File: src/rtl/rvc_asap_5pl_lsu_if.sv
// rvc_asap_5pl_lsu_if: memory-side bus between the LSU and a synchronous data memory
//   address  32  access address (LSU -> memory)
//   data     32  lane-aligned write data (LSU -> memory)
//   byteena   4  byte lane enables (LSU -> memory)
//   wren      1  write strobe (LSU -> memory)
//   rden      1  read strobe (LSU -> memory)
//   q        32  read data, valid one cycle after rden (memory -> LSU)
interface rvc_asap_5pl_lsu_if;
    logic [31:0] address;
    logic [31:0] data;
    logic [3:0]  byteena;
    logic        wren;
    logic        rden;
    logic [31:0] q;
    modport master (output address, data, byteena, wren, rden, input q);
    modport slave  (input address, data, byteena, wren, rden, output q);
endinterface

File: src/rtl/rvc_asap_5pl_lsu.sv
// rvc_asap_5pl_lsu: load/store unit, Q103H issue stage and Q104H load formatting
//   Clock, Rst             rising-edge clock, asynchronous active-low reset
//   CtrlLoadQ103H/Store    load / store request (both set -> store)
//   CtrlFunct3Q103H        access type: 000 B, 001 H, 010 W, 100 BU, 101 HU
//   AluOutQ103H            byte address
//   RegRdData2Q103H        store data
//   mem                    memory bus (rvc_asap_5pl_lsu_if master)
//   StallQ103H             hold Q103H one cycle (first half of a split access)
//   LoadDataQ104H          formatted load result, 0 when not valid
//   LoadValidQ104H         LoadDataQ104H is final
//   MisalignQ103H          misaligned load/store present
// Define RVC_ASAP_LSU_MISALIGN_SPLIT_EN to split misaligned accesses into two
// word accesses; otherwise misaligned accesses are suppressed.
module rvc_asap_5pl_lsu (
    input  logic                      Clock,
    input  logic                      Rst,
    input  logic                      CtrlLoadQ103H,
    input  logic                      CtrlStoreQ103H,
    input  logic [2:0]                CtrlFunct3Q103H,
    input  logic [31:0]               AluOutQ103H,
    input  logic [31:0]               RegRdData2Q103H,
    rvc_asap_5pl_lsu_if.master        mem,
    output logic                      StallQ103H,
    output logic [31:0]               LoadDataQ104H,
    output logic                      LoadValidQ104H,
    output logic                      MisalignQ103H
);
`ifdef RVC_ASAP_LSU_MISALIGN_SPLIT_EN
    localparam logic split_en = 1'b1;
`else
    localparam logic split_en = 1'b0;
`endif
    typedef enum logic {IDLE, SPLIT} state_t;
    state_t      state;
    logic [1:0]  off, off_q;
    logic [2:0]  f3_q;
    logic        access, is_load, misalign, in_split, first, blocked;
    logic        valid_q, split_q;
    logic [3:0]  base_mask;
    logic [7:0]  mask8;
    logic [63:0] wide_wr, wide_rd;
    logic [31:0] base_addr, hold, raw, ext;
    assign off       = AluOutQ103H[1:0];
    assign access    = CtrlLoadQ103H | CtrlStoreQ103H;
    assign is_load   = CtrlLoadQ103H & ~CtrlStoreQ103H;
    assign misalign  = access & ((CtrlFunct3Q103H[1:0] == 2'b01 && off == 2'd3) ||
                                 (CtrlFunct3Q103H[1] && off != 2'd0));
    assign in_split  = state == SPLIT;
    assign first     = split_en && misalign && !in_split;
    assign blocked   = !split_en && misalign;
    assign base_mask = CtrlFunct3Q103H[1] ? 4'hf : CtrlFunct3Q103H[0] ? 4'h3 : 4'h1;
    // Lanes [3:0] belong to the first word, [7:4] spill into the next word.
    assign mask8     = {4'b0, base_mask} << off;
    assign wide_wr   = {32'b0, RegRdData2Q103H} << {off, 3'b000};
    assign base_addr = {AluOutQ103H[31:2], 2'b00};
    assign mem.address = in_split ? base_addr + 32'd4 : first ? base_addr : AluOutQ103H;
    assign mem.byteena = (!access || blocked) ? 4'b0 : in_split ? mask8[7:4] : mask8[3:0];
    assign mem.data    = in_split ? wide_wr[63:32] : wide_wr[31:0];
    assign mem.wren    = Rst && CtrlStoreQ103H && !blocked;
    assign mem.rden    = Rst && is_load && !blocked;
    assign StallQ103H    = first;
    assign MisalignQ103H = misalign;
    always_ff @(posedge Clock or negedge Rst) begin
        if (!Rst) begin
            state   <= IDLE;
            hold    <= '0;
            valid_q <= 1'b0;
            split_q <= 1'b0;
            f3_q    <= '0;
            off_q   <= '0;
        end else begin
            state   <= first ? SPLIT : IDLE;
            valid_q <= in_split ? is_load : is_load & ~misalign;
            split_q <= in_split;
            f3_q    <= CtrlFunct3Q103H;
            off_q   <= off;
            // q of the first half arrives during the SPLIT cycle
            if (in_split) hold <= mem.q;
        end
    end
    assign wide_rd = split_q ? {mem.q, hold} : {32'b0, mem.q};
    assign raw     = 32'(wide_rd >> {off_q, 3'b000});
    assign ext     = f3_q[1] ? raw :
                     f3_q[0] ? {{16{~f3_q[2] & raw[15]}}, raw[15:0]} :
                               {{24{~f3_q[2] & raw[7]}}, raw[7:0]};
    assign LoadValidQ104H = valid_q;
    assign LoadDataQ104H  = valid_q ? ext : 32'b0;
endmodule

File: src/flat_wrapper.sv
// flat-port wrapper written by rule: the top's interface ports become plain ports
module rvc_asap_5pl_lsu_flat 
  (Clock, Rst, CtrlLoadQ103H, CtrlStoreQ103H, CtrlFunct3Q103H, AluOutQ103H, RegRdData2Q103H, StallQ103H, LoadDataQ104H, LoadValidQ104H, MisalignQ103H, mem_address, mem_data, mem_byteena, mem_wren, mem_rden, mem_q);
  rvc_asap_5pl_lsu_if mem_i ();
  input  logic Clock;
  input  logic Rst;
  input  logic CtrlLoadQ103H;
  input  logic CtrlStoreQ103H;
  input  logic [2:0] CtrlFunct3Q103H;
  input  logic [31:0] AluOutQ103H;
  input  logic [31:0] RegRdData2Q103H;
  output logic StallQ103H;
  output logic [31:0] LoadDataQ104H;
  output logic LoadValidQ104H;
  output logic MisalignQ103H;
  output wire logic [$bits(mem_i.address)-1:0] mem_address;
  output wire logic [$bits(mem_i.data)-1:0] mem_data;
  output wire logic [$bits(mem_i.byteena)-1:0] mem_byteena;
  output wire logic [$bits(mem_i.wren)-1:0] mem_wren;
  output wire logic [$bits(mem_i.rden)-1:0] mem_rden;
  input wire logic [$bits(mem_i.q)-1:0] mem_q;
  assign mem_address = mem_i.address;
  assign mem_data = mem_i.data;
  assign mem_byteena = mem_i.byteena;
  assign mem_wren = mem_i.wren;
  assign mem_rden = mem_i.rden;
  assign mem_i.q = mem_q;
  rvc_asap_5pl_lsu u_core (.Clock(Clock), .Rst(Rst), .CtrlLoadQ103H(CtrlLoadQ103H), .CtrlStoreQ103H(CtrlStoreQ103H), .CtrlFunct3Q103H(CtrlFunct3Q103H), .AluOutQ103H(AluOutQ103H), .RegRdData2Q103H(RegRdData2Q103H), .mem(mem_i), .StallQ103H(StallQ103H), .LoadDataQ104H(LoadDataQ104H), .LoadValidQ104H(LoadValidQ104H), .MisalignQ103H(MisalignQ103H));
endmodule
File: config.mk
export PLATFORM = sky130hd
export DESIGN_NAME = rvc_asap_5pl_lsu_flat
export DESIGN_NICKNAME = d
export VERILOG_FILES = /design/src/rtl/rvc_asap_5pl_lsu_if.sv /design/src/rtl/rvc_asap_5pl_lsu.sv /design/src/flat_wrapper.sv
export SDC_FILE = /design/constraint.sdc
export NUM_CORES = 1
export LEC_CHECK = 0
export ABC_AREA = 0
export CAP_MARGIN = 5
export CORE_AREA = 2 2 81 83
export CTS_CLUSTER_SIZE = 10
export DETAILED_ROUTE_END_ITERATION = 12
export DIE_AREA = 0 0 83 85
export PLACE_DENSITY = 0.84
export SLEW_MARGIN = 30
export SYNTH_ARGS = -nofsm -noshare
export SYNTH_HDL_FRONTEND = slang
export SYNTH_SLANG_ARGS = --single-unit
File: constraint.sdc
create_clock -name Clock -period 2.85 [get_ports Clock]
set_input_delay 0.57 -clock Clock [delete_from_list [all_inputs] [get_ports Clock]]
set_output_delay 0.57 -clock Clock [all_outputs]
set_load 0.02 [all_outputs]
Word level (Yosys, flattened, before mapping). Index checks and enable logic that the tools add are counted.

Flip-flop bits (word level): 6. Bits of input ports: 103. Output and inout port bits: 105. Word-level logic and storage cells: 34.

Eq/ne operators: 2. Shifts and indexed selects: 3. Multiplexer cells: 6. Bitwise logic cells: 9. Reductions and logical operators: 11.

Operators by type and width (number): 2-to-1 mux 32 bit (3); << shifter 32 x 5 -> 32 bit (1); right shift 32 x 5 -> 32 bit (1); 2-to-1 mux 4 bit (2); logical AND 1 bit (6); AND 1 bit (5); << shifter 4 x 2 -> 4 bit (1); inverter 1 bit (3); equality test 2 x 1 -> 1 bit (second input constant) (1); equality test 2 bit (second input constant) (1); logical NOT 1 bit (2); logical OR 1 bit (2); 2-to-1 mux 2 bit (1); nonzero test 2 bit (1); bitwise OR 1 bit (1).

Longest topological paths before layout.
Depth in word-level cells: 6. Depth in mapped cells: 7.

Worst setup path after synthesis. Ideal clock, no wire load.

Path type: input to output. Start: input port AluOutQ103H[0]. End: output port mem_byteena[1]. Arrival time: 2.010 ns. Required time: 2.280 ns. Setup slack: 0.270 ns. Stages on the path: 3. Path buffers: 2. Cells stage by stage: clkbuf_1 -> buf_2 -> a2111oi_0.

Word-level cells in the longest chain between the ends: 6. Elaborated cells between the ends (all ways): 9. Classes of those cells: 1 x eq/ne; 1 x shift; 1 x mux; 1 x bitwise; 5 x reduce/logical.

RTL lines: start: declaration (line flat_wrapper.sv:10) `input logic [31:0] AluOutQ103H;`; equality test 2 bit or nonzero test 2 bit (tied branches) (line rvc_asap_5pl_lsu.sv:46, rvc_asap_5pl_lsu.sv:47); logical AND 1 bit (on tied branches) (line rvc_asap_5pl_lsu.sv:46, rvc_asap_5pl_lsu.sv:47); logical OR 1 bit (line rvc_asap_5pl_lsu.sv:46) `assign misalign = access & ((CtrlFunct3Q103H[1:0] == 2'b01 && off == 2'd3) ||`; AND 1 bit (line rvc_asap_5pl_lsu.sv:46); logical OR 1 bit (line rvc_asap_5pl_lsu.sv:57) `assign mem.byteena = (!access || blocked) ? 4'b0 : in_split ? mask8[7:4] : mask8[3:0];`; 2-to-1 mux 4 bit * (line rvc_asap_5pl_lsu.sv:57); end: declaration (line flat_wrapper.sv:18) `output wire logic [$bits(mem_i.byteena)-1:0] mem_byteena;`.

Every way passes the cells marked *; elsewhere a longest branch is shown, timed or not.

Worst setup path in the final report.
Start: input port AluOutQ103H[0]. End: output port mem_data[29].

Word-level cells in the longest chain between the ends: 1.

RTL lines: << shifter 32 x 5 -> 32 bit (line rvc_asap_5pl_lsu.sv:54) `assign wide_wr = {32'b0, RegRdData2Q103H} << {off, 3'b000};`; end: declaration (line flat_wrapper.sv:17) `output wire logic [$bits(mem_i.data)-1:0] mem_data;`.

No other way between the ends.

==> impl_metrics.py <==
metrics = {
    "routing": {
        "met2WireLength_um": 3130,
        "ant_nets": 0,
        "met1Wirelength_um": 2790,
        "highest_layer": "met4",
        "drt_iter0_drc": 50,
        "num_vias": 2341,
        "drc": 0,
        "dr.pass1.iters": 4,
        "met3WireLength_um": 803,
        "routedWlPerCell_um": 14.8,
        "wl_um": 6760,
        "drt-vias-per-instance": 5.12,
    },
    "grt": {
        "antenna_found_initial": 0,
        "grt.overflow.total": 0,
        "grt_max_degree": 22,
        "grt_use_total_pct": 18.0,
        "grt_first_pass_wirelength_um": 10600,
        "grt_pass1_vias": 2262,
    },
    "clocking": {
        "cts.sinks": 6,
        "cts_tree": "yes",
        "cts_hold_buf": 0,
        "htreeDepth": 1,
        "root_buffer": "clkbuf_8",
        "clock_path_buffers": 2,
        "numCtsBuffers": 3,
        "clk_pin_slew_worst_paths_ps": 30,
    },
    "logic_synthesis": {
        "synth_commonest_cells": "buf_4 (33), mux2i_1 (33), nor2_1 (32)",
        "synthesis.area_mm2": 0.00182,
        "synth.largest_area_cell": "mux2i_1",
        "post-synth-top-area-fraction_pct": 18.2,
        "synthCells": 253,
        "synth_area_leaders": "mux2i_1 (18%), buf_4 (14%), dfrtp_1 (8.3%), nor2_1 (6.6%), nand2_1 (6.4%)",
        "synth_cell_types": 36,
        "yosysSeqAreaShare_pct": 8.27,
        "async_reset_ff_share_pct": 100,
        "synth-edff-count": 0,
        "ys_ff_latch": 6,
        "synth_nets": 356,
        "syn_avg_cell_area_um2": 7.18,
        "ys.flop_type": "dfrtp_1",
        "yosysWarnings": 0,
    },
    "place": {
        "post_dp_cell_area_mm2": 0.00322,
        "place_inst": 450,
        "dp_hpwl_um": 5550,
        "place.gp.congestion": 0.967,
        "pre_cts_ws_ps": -414,
        "io_buffer_count": 146,
    },
    "finish": {
        "fin_cells": 457,
        "multi_input_area_mm2": 0.00133,
        "drive_gt1_share_pct": 15.3,
        "utilization_pct": 52.9,
        "layout.nets": 485,
        "finalInstanceArea_mm2": 0.00328,
        "fillers": 560,
        "seq_area_um2": 150,
        "diodes": 0,
        "syn2layout_area_growth_pct": 80.8,
    },
    "floorplan": {
        "io_pins": 208,
        "die-area_mm2": 0.00706,
        "die_w_um": 83,
        "start_util_pct": 29.3,
        "die_y_um": 85,
        "placementRows": 29,
        "core-area_mm2": 0.00620,
    },
    "worst_setup_path": {
        "crit_path_start": "AluOutQ103H[0]",
        "path_class": "input pin to primary output",
        "crit_end": "mem_data[29]",
        "cp-end-kind": "primary output",
        "cp.arrival_ps": 2220,
        "cp-start-kind": "input pin",
        "required_ps": 2280,
        "cp_max_fo": 12,
    },
    "sta": {
        "grt_setup_unrepaired": "no",
        "setup_slack_ps": 56.3,
        "maxSlewViolCount": 0,
        "finalHoldViolCount": 0,
        "period_minus_slack_ps": 2790,
        "hold_ws_ps": 648,
        "finalSetupViolCount": 0,
        "period_share_pct": 98.0,
        "fin_setup_tns_ps": 0,
        "fmax_ghz": 0.358,
    },
    "power_and_ir_drop": {
        "irDropWorstVdd_uv": 150,
        "p_leak_nw": 1.80,
        "power_density_mw_per_mm2": 211,
        "power_mw": 0.693,
    },
    "run": {
        "drv_cap": 0,
    },
    "worst_hold_path": {
        "min-delay-path-class": "input pin to flip-flop",
        "hold_depth": 1,
        "min-delay-start": "AluOutQ103H[1]",
    },
    "outcome": {
        "status": "complete, no violations",
    },
}
kinds of logic after synthesis:
kind of cell,synth area share (%)
multiplexers,24.4
AND/OR/NAND/NOR,25.5
AO/OA/AOI/OAI,22.6
flip-flops,8.27
buffers and inverters,19.0
other,0.207
flip-flops by register name, indices dropped and copies added, names as in the netlist:
name	cells
u_core.LoadValidQ104H	1
u_core.off_q	2
u_core.f3_q	3
power by group:
group          leakage [nW]  internal, mW  switching (mW)
Clock                0.0216        0.0903          0.0313
Combinational          1.71         0.248           0.227
Sequential           0.0717        0.0900         0.00631
metal layers:
metal / vias up / track usage, %
met3: 6 / 6.61
met4: 0 / 4.62
met5: - / 0
li1: 1110 / -
met2: 166 / 32.3
met1: 1059 / 20.3
repair_timing:
action | 4_1_cts | 5_1_grt
pin swaps | 2 | 1
buffers inserted | 4 | 0
gates resized for setup | 69 | 20
endpoints found under the hold margin | 0 | 0
endpoints found under the setup margin | 45 | 37
gates cloned | 0 | 0
critical path, stage by stage:
cell             delay [ps]
clkdlybuf4s50_1         460
buf_4                   180
buf_4                   150
a211oi_1                 40
a21oi_1                 190
clkdlybuf4s50_1         640
area by class of cell:
class                   count  area share, %
flip-flops and latches      6           4.57
repair buffers            176           50.6
inverters                   1          0.114
multi-input cells         194           40.5
well taps                  77           2.94
clock buffers               3           1.26
layout by cell type, fill, tap and decap left out, drive strengths merged, types with 2 or more instances in the layout:
master	Yosys	routed
buf	43	40
and2	9	9
dlymetal6s2s	0	17
o21ai	15	15
clkbuf	9	3
nor2b	12	12
nand2	31	31
o211a	7	7
nand2b	2	2
a21oi	10	10
nand3b	2	2
dfrtp	6	6
nor3	2	2
mux2i	33	33
nor2	32	32
clkdlybuf4s50	0	81
nor4bb	2	2
a211oi	15	15
mux2	8	8
dlygate4sd2	0	38
worst min-delay path by stage:
stage                                 end  slack [ps]
finish                    u_core.off_q[1]         650
global route              u_core.off_q[1]         680
detailed placement        u_core.off_q[1]         890
CTS                       u_core.off_q[1]         660
floorplan           u_core.LoadValidQ104H         270
global placement          u_core.off_q[1]         870
(Power assumes the default switching activity.)
